[src/rtl/translation_lookaside_buffer_pkg.sv]
// Shared TLB types: page and entry layouts, INVTLB op codes and field widths.
package tlb_pkg;

  localparam int PPN_W      = 20;
  localparam int VPPN_W     = 19;
  localparam int TLB_ASID_W = 10;

  typedef struct packed {
    logic [PPN_W-1:0] ppn;
    logic [1:0]       plv;
    logic [1:0]       mat;
    logic             d;
    logic             v;
  } tlb_page_t;

  typedef struct packed {
    logic [VPPN_W-1:0]     vppn;
    logic                  ps4m;
    logic                  g;
    logic [TLB_ASID_W-1:0] asid;
    logic                  e;
    tlb_page_t             page0;
    tlb_page_t             page1;
  } tlb_entry_t;

  localparam logic [4:0] INV_ALL0       = 5'd0;
  localparam logic [4:0] INV_ALL1       = 5'd1;
  localparam logic [4:0] INV_G          = 5'd2;
  localparam logic [4:0] INV_NG         = 5'd3;
  localparam logic [4:0] INV_NG_ASID    = 5'd4;
  localparam logic [4:0] INV_NG_ASID_VA = 5'd5;
  localparam logic [4:0] INV_GVA        = 5'd6;

endpackage

[src/rtl/translation_lookaside_buffer_match.sv]
// Per-entry tag compare: VA match (page-size aware) and ASID equality vectors.
module tlb_match
  import tlb_pkg::*;
#(
  parameter int TLB_ENTRIES = 16
) (
  input  logic [TLB_ENTRIES-1:0][VPPN_W-1:0]     vppn_i,
  input  logic [TLB_ENTRIES-1:0]                 ps4m_i,
  input  logic [TLB_ENTRIES-1:0][TLB_ASID_W-1:0] asid_i,
  input  logic [VPPN_W-1:0]                      key_vppn_i,
  input  logic [TLB_ASID_W-1:0]                  key_asid_i,
  output logic [TLB_ENTRIES-1:0]                 va_hit_o,
  output logic [TLB_ENTRIES-1:0]                 asid_hit_o
);

  always_comb begin
    va_hit_o   = '0;
    asid_hit_o = '0;
    for (int i = 0; i < TLB_ENTRIES; i++) begin
      // 4 MB pages only compare the upper ten VPPN bits
      va_hit_o[i]   = ps4m_i[i] ? (vppn_i[i][VPPN_W-1:9] == key_vppn_i[VPPN_W-1:9])
                                : (vppn_i[i] == key_vppn_i);
      asid_hit_o[i] = (asid_i[i] == key_asid_i);
    end
  end

endmodule

[src/rtl/translation_lookaside_buffer.sv]
// Fully-associative TLB: registered single-port lookup, entry write/read and INVTLB.
module translation_lookaside_buffer
  import tlb_pkg::*;
#(
  parameter int TLB_ENTRIES = 16,
  parameter int ASID_W      = TLB_ASID_W,
  localparam int IDX_W      = $clog2(TLB_ENTRIES)
) (
  input  logic              clk,
  input  logic              rst_n,
  input  logic              s_valid,
  input  logic [31:0]       s_vaddr,
  input  logic [ASID_W-1:0] s_asid,
  input  logic              stall,
  output logic              r_valid,
  output logic              r_found,
  output logic [IDX_W-1:0]  r_index,
  output tlb_page_t         r_page,
  output logic              r_ps4m,
  input  logic              w_en,
  input  logic [IDX_W-1:0]  w_index,
  input  tlb_entry_t        w_entry,
  input  logic [IDX_W-1:0]  rd_index,
  output tlb_entry_t        rd_entry,
  input  logic              inv_en,
  input  logic [4:0]        inv_op,
  input  logic [ASID_W-1:0] inv_asid,
  input  logic [31:0]       inv_vaddr,
  output logic              inv_illegal
);

  tlb_entry_t [TLB_ENTRIES-1:0] entries_q, entries_d;
  tlb_entry_t                   rd_entry_q;

  logic             r_valid_q, r_found_q, r_ps4m_q;
  logic [IDX_W-1:0] r_index_q;
  tlb_page_t        r_page_q;

  logic [TLB_ENTRIES-1:0][VPPN_W-1:0]     tag_vppn;
  logic [TLB_ENTRIES-1:0][TLB_ASID_W-1:0] tag_asid;
  logic [TLB_ENTRIES-1:0]                 tag_ps4m, tag_g, tag_e;

  always_comb begin
    tag_vppn = '0;
    tag_asid = '0;
    tag_ps4m = '0;
    tag_g    = '0;
    tag_e    = '0;
    for (int i = 0; i < TLB_ENTRIES; i++) begin
      tag_vppn[i] = entries_q[i].vppn;
      tag_asid[i] = entries_q[i].asid;
      tag_ps4m[i] = entries_q[i].ps4m;
      tag_g[i]    = entries_q[i].g;
      tag_e[i]    = entries_q[i].e;
    end
  end

  logic [TLB_ENTRIES-1:0] lk_va_hit, lk_asid_hit, lk_hit;
  logic [TLB_ENTRIES-1:0] inv_va_hit, inv_asid_hit, inv_clr;

  tlb_match #(.TLB_ENTRIES(TLB_ENTRIES)) u_lookup_match (
    .vppn_i    (tag_vppn),
    .ps4m_i    (tag_ps4m),
    .asid_i    (tag_asid),
    .key_vppn_i(s_vaddr[31:13]),
    .key_asid_i(s_asid),
    .va_hit_o  (lk_va_hit),
    .asid_hit_o(lk_asid_hit)
  );

  tlb_match #(.TLB_ENTRIES(TLB_ENTRIES)) u_inv_match (
    .vppn_i    (tag_vppn),
    .ps4m_i    (tag_ps4m),
    .asid_i    (tag_asid),
    .key_vppn_i(inv_vaddr[31:13]),
    .key_asid_i(inv_asid),
    .va_hit_o  (inv_va_hit),
    .asid_hit_o(inv_asid_hit)
  );

  assign lk_hit = tag_e & (tag_g | lk_asid_hit) & lk_va_hit;

  // Lowest index wins when several entries overlap
  logic             lk_any;
  logic [IDX_W-1:0] hit_idx;
  always_comb begin
    lk_any  = 1'b0;
    hit_idx = '0;
    for (int i = TLB_ENTRIES - 1; i >= 0; i--) begin
      if (lk_hit[i]) begin
        lk_any  = 1'b1;
        hit_idx = IDX_W'(i);
      end
    end
  end

  tlb_entry_t hit_entry;
  logic       hit_odd;
  tlb_page_t  hit_page;
  assign hit_entry = entries_q[hit_idx];
  assign hit_odd   = hit_entry.ps4m ? s_vaddr[21] : s_vaddr[12];
  assign hit_page  = hit_odd ? hit_entry.page1 : hit_entry.page0;

  assign inv_illegal = inv_en && (inv_op > INV_GVA);

  always_comb begin
    inv_clr = '0;
    if (inv_en) begin
      case (inv_op)
        INV_ALL0, INV_ALL1: inv_clr = '1;
        INV_G:              inv_clr = tag_g;
        INV_NG:             inv_clr = ~tag_g;
        INV_NG_ASID:        inv_clr = ~tag_g & inv_asid_hit;
        INV_NG_ASID_VA:     inv_clr = ~tag_g & inv_asid_hit & inv_va_hit;
        INV_GVA:            inv_clr = (tag_g | inv_asid_hit) & inv_va_hit;
        default:            inv_clr = '0;
      endcase
    end
  end

  // Invalidate first so a same-cycle write always lands intact
  always_comb begin
    entries_d = entries_q;
    for (int i = 0; i < TLB_ENTRIES; i++) begin
      if (inv_clr[i]) entries_d[i].e = 1'b0;
    end
    if (w_en) entries_d[w_index] = w_entry;
  end

  always_ff @(posedge clk or negedge rst_n) begin
    if (!rst_n) begin
      entries_q  <= '0;
      rd_entry_q <= '0;
      r_valid_q  <= 1'b0;
      r_found_q  <= 1'b0;
      r_index_q  <= '0;
      r_page_q   <= '0;
      r_ps4m_q   <= 1'b0;
    end else begin
      entries_q  <= entries_d;
      rd_entry_q <= entries_q[rd_index];
      if (!stall) begin
        r_valid_q <= s_valid;
        r_found_q <= s_valid && lk_any;
        r_index_q <= (s_valid && lk_any) ? hit_idx : '0;
        r_page_q  <= (s_valid && lk_any) ? hit_page : '0;
        r_ps4m_q  <= s_valid && lk_any && hit_entry.ps4m;
      end
    end
  end

  logic unused_vaddr_bits;
  assign unused_vaddr_bits = ^{s_vaddr[11:0], inv_vaddr[12:0]};

  assign r_valid  = r_valid_q;
  assign r_found  = r_found_q;
  assign r_index  = r_index_q;
  assign r_page   = r_page_q;
  assign r_ps4m   = r_ps4m_q;
  assign rd_entry = rd_entry_q;

endmodule

[config.mk]
export PLATFORM = sky130hd
export DESIGN_NAME = translation_lookaside_buffer
export DESIGN_NICKNAME = d
export VERILOG_FILES = /design/src/rtl/translation_lookaside_buffer_pkg.sv /design/src/rtl/translation_lookaside_buffer_match.sv /design/src/rtl/translation_lookaside_buffer.sv
export SDC_FILE = /design/constraint.sdc
export NUM_CORES = 2
export LEC_CHECK = 0
export BUFFER_PORTS_ARGS = -buffer_cell sky130_fd_sc_hd__buf_2
export CAP_MARGIN = 20
export CORE_AREA = 2 2 353 443
export DETAILED_ROUTE_END_ITERATION = 10
export DIE_AREA = 0 0 355 445
export PLACE_DENSITY = 0.73
export REMOVE_ABC_BUFFERS = 1
export SYNTH_ARGS = -nofsm -noshare
export SYNTH_HDL_FRONTEND = slang
export SYNTH_SLANG_ARGS = --single-unit
[constraint.sdc]
create_clock -name clk -period 3.3 [get_ports clk]
set_input_delay 0.66 -clock clk [delete_from_list [all_inputs] [get_ports clk]]
set_output_delay 0.66 -clock clk [all_outputs]
set_load 0.02 [all_outputs]
== Word level (Yosys, flattened, before mapping) ==
Cells that the tools add are included.
Storage, ports and cells
  flip-flop bits (word level): 1461
  output and inout port bits: 118
  input port bits: 187
  word-level logic and storage cells: 479
Cells by class
  reduce and logical (&&, ||, !) cells: 6
  equal/unequal tests: 102
  multiplexer cells: 94
  $lt $le $gt $ge: 5
  bitwise operators: 8
Operator list (count)
  1344-bit bitwise mux: 1
  1313-bit 2-to-1 mux: 1
  84-bit binary-select mux with 4-bit select: 2
  10-bit equality test: 64
  19-bit equality test: 32
  84-bit demux with 4-bit select: 1
  84-bit 2-to-1 mux: 2
  16-bit case mux with 6 select lines: 1
  16-bit bitwise AND: 5
  4-bit 2-to-1 mux: 17
  1-bit 2-to-1 mux: 65
  65-bit 2-to-1 mux: 1
  26-bit 2-to-1 mux: 2
  16-bit OR: 2
  16-bit 2-to-1 mux: 1
  16-bit NOT: 1
  5-bit by 3-bit equality test with 1-bit output (second input constant): 3
  4-bit by 5-bit less-than comparator with 1-bit output (second input constant): 3
  5-bit by 2-bit equality test with 1-bit output (second input constant): 2
  5-bit by 1-bit equality test with 1-bit output (second input constant): 1
  5-bit by 3-bit greater-than comparator with 1-bit output (second input constant): 1
  5-bit zero test: 1
  4-bit by 1-bit >= comparator with 1-bit output (second input constant): 1
  1-bit logical AND: 4
  2-bit OR reduction: 1

== Logic depth before layout (Yosys ltp) ==
  depth after elaboration: 25
  depth in mapped cells: 19
  mapped depth without buffers: 13

== By module ==
Synthesis repeated with hierarchy kept, for this count alone.
Unflattened totals
  cells, all modules: 6506
  area, all modules: 82800.7 um^2
Modules (own cells, without submodules)
  translation_lookaside_buffer: area an instance 71795.1 um^2, sequential area each 36560.1 um^2, instances 1, cells an instance 5142
  tlb_match: area an instance 5502.8 um^2, sequential area each 0.0 um^2, instances 2, cells an instance 682

== Least setup slack after synthesis ==
OpenSTA, ideal clock, no wires.
  path type: input to register
  start: in s_asid[2]
  end: reg r_page_q (netlist bit r_page[10])
  setup time: 0.086 ns
  path buffers: 6
  stages: 18
  data required time: 3.214 ns
  slack: -0.778 ns
  arrival: 3.992 ns
  cell sequence: buf_2 buf_4 xor2_1 nor4_1 a41oi_1 nor4_4 nor2_1 a221o_1 buf_6 a21oi_2 buf_2 buf_2 buf_4 mux2i_1 mux2i_1 mux2i_1 nand3_1 o221ai_2
Between the ends
  longest elaborated chain between the ends: 25
  elaborated cells on any way between the ends: 57
  those cells by class: eq/ne (16); mux (37); bitwise (3); reduce/logical (1)
Ends and longest elaborated chain
  start: declaration: line translation_lookaside_buffer.sv:13  | input logic [ASID_W-1:0] s_asid,
  10-bit equality test: line translation_lookaside_buffer_match.sv:23  | asid_hit_o[i] = (asid_i[i] == key_asid_i);
  16-bit OR (*): line translation_lookaside_buffer.sv:81  | assign lk_hit = tag_e & (tag_g | lk_asid_hit) & lk_va_hit;
  16-bit bitwise AND (*) (2 in series): line translation_lookaside_buffer.sv:81
  4-bit 2-to-1 mux (16 in series): line translation_lookaside_buffer.sv:90  | if (lk_hit[i]) begin
  84-bit binary-select mux with 4-bit select: line translation_lookaside_buffer.sv:100  | assign hit_entry = entries_q[hit_idx];
  65-bit 2-to-1 mux (implied by the code): line translation_lookaside_buffer.sv:100
  1-bit 2-to-1 mux: line translation_lookaside_buffer.sv:101  | assign hit_odd = hit_entry.ps4m ? s_vaddr[21] : s_vaddr[12];
  26-bit 2-to-1 mux: line translation_lookaside_buffer.sv:102  | assign hit_page = hit_odd ? hit_entry.page1 : hit_entry.page0;
  26-bit 2-to-1 mux (*): line translation_lookaside_buffer.sv:146  | r_page_q <= (s_valid && lk_any) ? hit_page : '0;
  end signal: assignment: line translation_lookaside_buffer.sv:146
  end: declaration: line translation_lookaside_buffer.sv:37  | tlb_page_t r_page_q;
Every way passes the cells marked *; elsewhere a longest branch is shown, timed or not. The select of a mux whose other input is x is not followed.
A chain may end at the register's enable or synchronous reset.

== Worst setup path after layout ==
  start: reg entries_q[645] (netlist name)
  end: reg r_page_q (netlist bit r_page[23])
Between the ends
  longest elaborated chain between the ends: 17
  elaborated cells on any way between the ends: 26
  those cells by class: eq/ne (1); mux (21); bitwise (3); reduce/logical (1)
Ends and longest elaborated chain
  start: declaration: line translation_lookaside_buffer.sv:32  | tlb_entry_t [TLB_ENTRIES-1:0] entries_q, entries_d;
  start signal: assignment: line translation_lookaside_buffer.sv:140  | entries_q <= entries_d;
  10-bit equality test (*): line translation_lookaside_buffer_match.sv:23
  16-bit OR (*): line translation_lookaside_buffer.sv:81
  16-bit bitwise AND (*) (2 in series): line translation_lookaside_buffer.sv:81
  4-bit 2-to-1 mux (8 in series): line translation_lookaside_buffer.sv:90
  84-bit binary-select mux with 4-bit select: line translation_lookaside_buffer.sv:100
  65-bit 2-to-1 mux (implied by the code): line translation_lookaside_buffer.sv:100
  1-bit 2-to-1 mux: line translation_lookaside_buffer.sv:101
  26-bit 2-to-1 mux: line translation_lookaside_buffer.sv:102
  26-bit 2-to-1 mux (*): line translation_lookaside_buffer.sv:146
Marks and branches as above.

==> results by group <==
Min path
  – Hold WC Path Type: in2reg
  – Worst hold stages: 3

Clock network
  – Clock Latency Late Sink: approximately 830 ps
  – CTS buffer count: 153
  – Sink Count: about 1500
  – CTS H-tree lvls: 4
  – Worst-path clk slew: 70 ps
  – CTS root buf: clkbuf_16
  – Clock Path Buffers: 3
  – CTS tree: yes

Placed design
  – HPWL Detailed: 204800 um
  – Routability cong.: 0.9811
  – PortBufs: 279

Drt
  – Routed vias: 62690
  – Detailed Route WL: 292800 um
  – Routed Antenna Nets: 0
  – Post-route DRC: 0
  – First drt pass iteration count: 6
  – WL/cell: 29.79 um
  – Vias per cell: about 6.4
  – Initial drt markers: about 5700

Synth
  – Area leader, netlist: dfrtp_1
  – Synth Flop Type: dfrtp_1
  – Synth Area in Adders: 0%
  – Share of the synthesized area in the top cell type: 43.43%
  – Register area share after synthesis: between 40% and 50%
  – Largest family of logic cells by synthesized area: multiplexers
  – Mux cell area share after synthesis: 34.28%
  – Compound-Gate Fraction of Synth Area: 3.017%
  – Mapped Cells: 6575
  – Mapped cell area: roughly 0.084 mm2
  – Post-synth ARST share: 100.0%
  – Unique masters post-synth: 67
  – Synth Area in Simple Gates: 6.224%
  – FF+latch count, synth: 1461
  – Syn. warnings: 0
  – Top area cells in the synthesized netlist: dfrtp_1 43%, mux2_2 18%, mux4_2 11%
  – Xor/xnor cell area share of the yosys netlist: about a tenth
  – EDFF count, synth: 0
  – Post-Syn Area per Cell: 12.80 um2

Worst setup path
  – WP data required: between 4000 and 5000 ps
  – Most frequent CP cell: buf_16
  – Worst Path Arrival: 5010 ps
  – Worst setup EP type: flop
  – CP Buf/Inv Count: 6
  – Crit Path Max Fanout: 8
  – CP Depth: 18
  – Worst path cell trace: xor2_2, nor4_4, a41oi_4, nor4_4, buf_4, nor2_1, a221o_2, a21oi_4, buf_12, buf_16, buf_16, buf_16, mux2i_1, mux2i_1, mux2i_2, buf_4, nand3_2, o221ai_2
  – Reg2Reg Depth: 18
  – Largest stage delay, worst path: between 400 and 500 ps
  – Startpoint Class: flop
  – CP top delay family: buffers and inverters
  – CP Class: reg2reg
  – Slowest CP cell: nor4_4

Final layout
  – Most frequent cells in the layout: 1457 x dfrtp_1, 1328 x mux2_2, 1035 x buf_4, 472 x xnor2_1, 461 x xor2_1
  – Area Overhead vs Synth: 23.14%
  – Most common cell after layout, fill and taps aside: dfrtp_1
  – Nets@finish: just under 8000
  – Share of layout cells above drive strength 1: 47.48%

Global route
  – Vias in the first global route: about 66000
  – Largest net degree at the start of global routing: 106
  – First-pass GRT wire length: 432800 um
  – All-Layer GR Usage: 36.96%
  – Grt ovf: 0
  – Initial antenna violation count: 27

Power and ir drop
  – Maximum VDD drop: 0.6177 mV
  – Pwr/cell area: 610.9 mW/mm2
  – P_leak: 44.10 nW

Floorplan
  – Initial Util: 54.84%
  – DIE WIDTH: 355 um
  – Core area: approximately 0.15 mm2
  – Die height: 445 um
  – Die area: between 0.15 and 0.2 mm2
  – Num rows: 161
  – IO Pins: 305

Timing
  – Final hold viol count: 0
  – Fmax: about 230 MHz
  – Clk_skew: 46.74 ps
  – Setup slack after layout: -968.7 ps
  – Tightest Pin Transition: 773.2 ps
  – Fin crit share: 129.4%
  – Max Slew Vio Count: 0
  – Unrepaired setup endpoints after global routing: true
  – Tmin final: 4269 ps
  – Relative slew slack: roughly half
  – Hold Slack: 134.6 ps
  – Final setup vio count: 28
  – Setup TNS Final: -23770 ps

Outcome
  – Status: finished with violations
  – Failing checks: setup timing

Flow run
  – Max-cap violation count: 0
==> state kept, by name, indices dropped and copies added (netlist names) <==
signal and flops:
entries_q 1344, r_valid 1, r_page 26, r_ps4m 1
r_index 4, rd_entry 84, r_found 1
==> synth_stat cells (3+ instances only) <==
cell type  count
or2_2          4
mux2_2      1328
o211ai_1      32
and4_1         5
o221ai_2      20
nand2b_1      19
dfrtp_1     1461
or4_1          4
a41oi_1       28
o221ai_1       7
a41o_1         4
a211oi_1      55
nand3_1      124
nand3b_1       4
buf_6         24
mux4_2       420
nand4_1      104
mux2i_1      444
nor3_1        44
o211a_1       26
nand2_1      421
or3_1         37
and3_1        57
nor2_1        52
nor4_2         4
buf_4         52
nand4b_1       3
o21ai_0       72
a21o_1         3
buf_1         81
buf_2         50
nor4b_1        3
clkbuf_1     391
a21oi_1       34
a31oi_1       33
xor2_1       472
inv_1          3
nor4_1       128
xnor2_1      473
nor3b_1       16
==> logic make-up (layout without fill, tap and decap cells) <==
family	Yosys count	in the layout
other	0	18
muxes	2192	2192
buffers and inverters	602	1803
xor gates and xnor gates	945	945
and+or+nand+nor	1040	1040
AOI/OAI and AO/OA	335	335
DFF	1461	1461
==> worst reg2reg max path, stage by stage, from the launching register on <==
cell	delay [ps]
dfrtp_1	410
xor2_2	180
nor4_4	400
a41oi_4	250
nor4_4	470
buf_4	210
nor2_1	50
a221o_2	420
a21oi_4	160
buf_12	150
buf_16	150
buf_16	170
buf_16	170
mux2i_1	190
mux2i_1	100
mux2i_2	300
buf_4	180
nand3_2	70
o221ai_2	160
==> through the flow <==
step	setup slack, ps	power [mW]	cell area, um2	std cells	util [%]
finish	-968.7	63.33	103700	9831	67.53
global route	-1035	65.79	103600	9825	67.52
CTS	-891.8	63.07	102900	9794	67.03
detailed placement	-1939	44.73	96380	9480	62.79
global placement	-2048	44.03	96380	9480	62.79
floorplan	-12120	35.35	81480	5976	-
==> metal layers <==
metal | GRT usage [%] | share of wire (%)
met1 | 46.69 | 38
met2 | 59.39 | 48
met3 | 6.047 | 7.0
met4 | 23.43 | 7.4
met5 | 0 | 0.030
==> final timing paths <==
kind | slack (ps) | from | to
max | -970 | entries_q[645]$_DFFE_PN0P_ | r_page[23]$_DFFE_PN0N_
min | 130 | s_valid | r_valid$_DFFE_PN0N_
max reg2reg | -970 | entries_q[645]$_DFFE_PN0P_ | r_page[23]$_DFFE_PN0N_
min reg2reg | 490 | r_index[3]$_DFFE_PN0N_ | r_index[3]$_DFFE_PN0N_
max in group asynchronous | 1750 | rst_n | entries_q[682]$_DFFE_PN0P_
min in group asynchronous | 390 | rst_n | entries_q[409]$_DFFE_PN0P_
==> power breakdown <==
| group | total [mW] | leakage, nW | internal (mW) | switching [mW] |
|---|---|---|---|---|
| Clock | 18.1 | 2.54 | 10.3 | 7.74 |
| Sequential | 25.5 | 18.0 | 22.1 | 3.36 |
| Combinational | 19.8 | 23.6 | 10.7 | 9.11 |
| Total | 63.3 | 44.1 | 43.1 | 20.2 |
==> final cells by class <==
class | count | area [um2]
repair buffers | 1522 | 13340
multi-input cells | 4512 | 45980
well taps | 2037 | 2549
inverters | 3 | 11.26
diodes | 18 | 45.04
clock buffers | 225 | 4472
clock inverters | 53 | 698.2
flip-flops and latches | 1461 | 36570
fillers | 11220 | 49840
==> what timing repair did <==
item,in CTS,in global routing
hold buffers,1,0
pin swaps,24,31
cloned,13,5
hold endpoints to repair,51,0
gates resized for setup,134,87
setup buffers,23,17
setup endpoints to repair,32,34
Note: power is estimated with default switching activity, not from simulation.
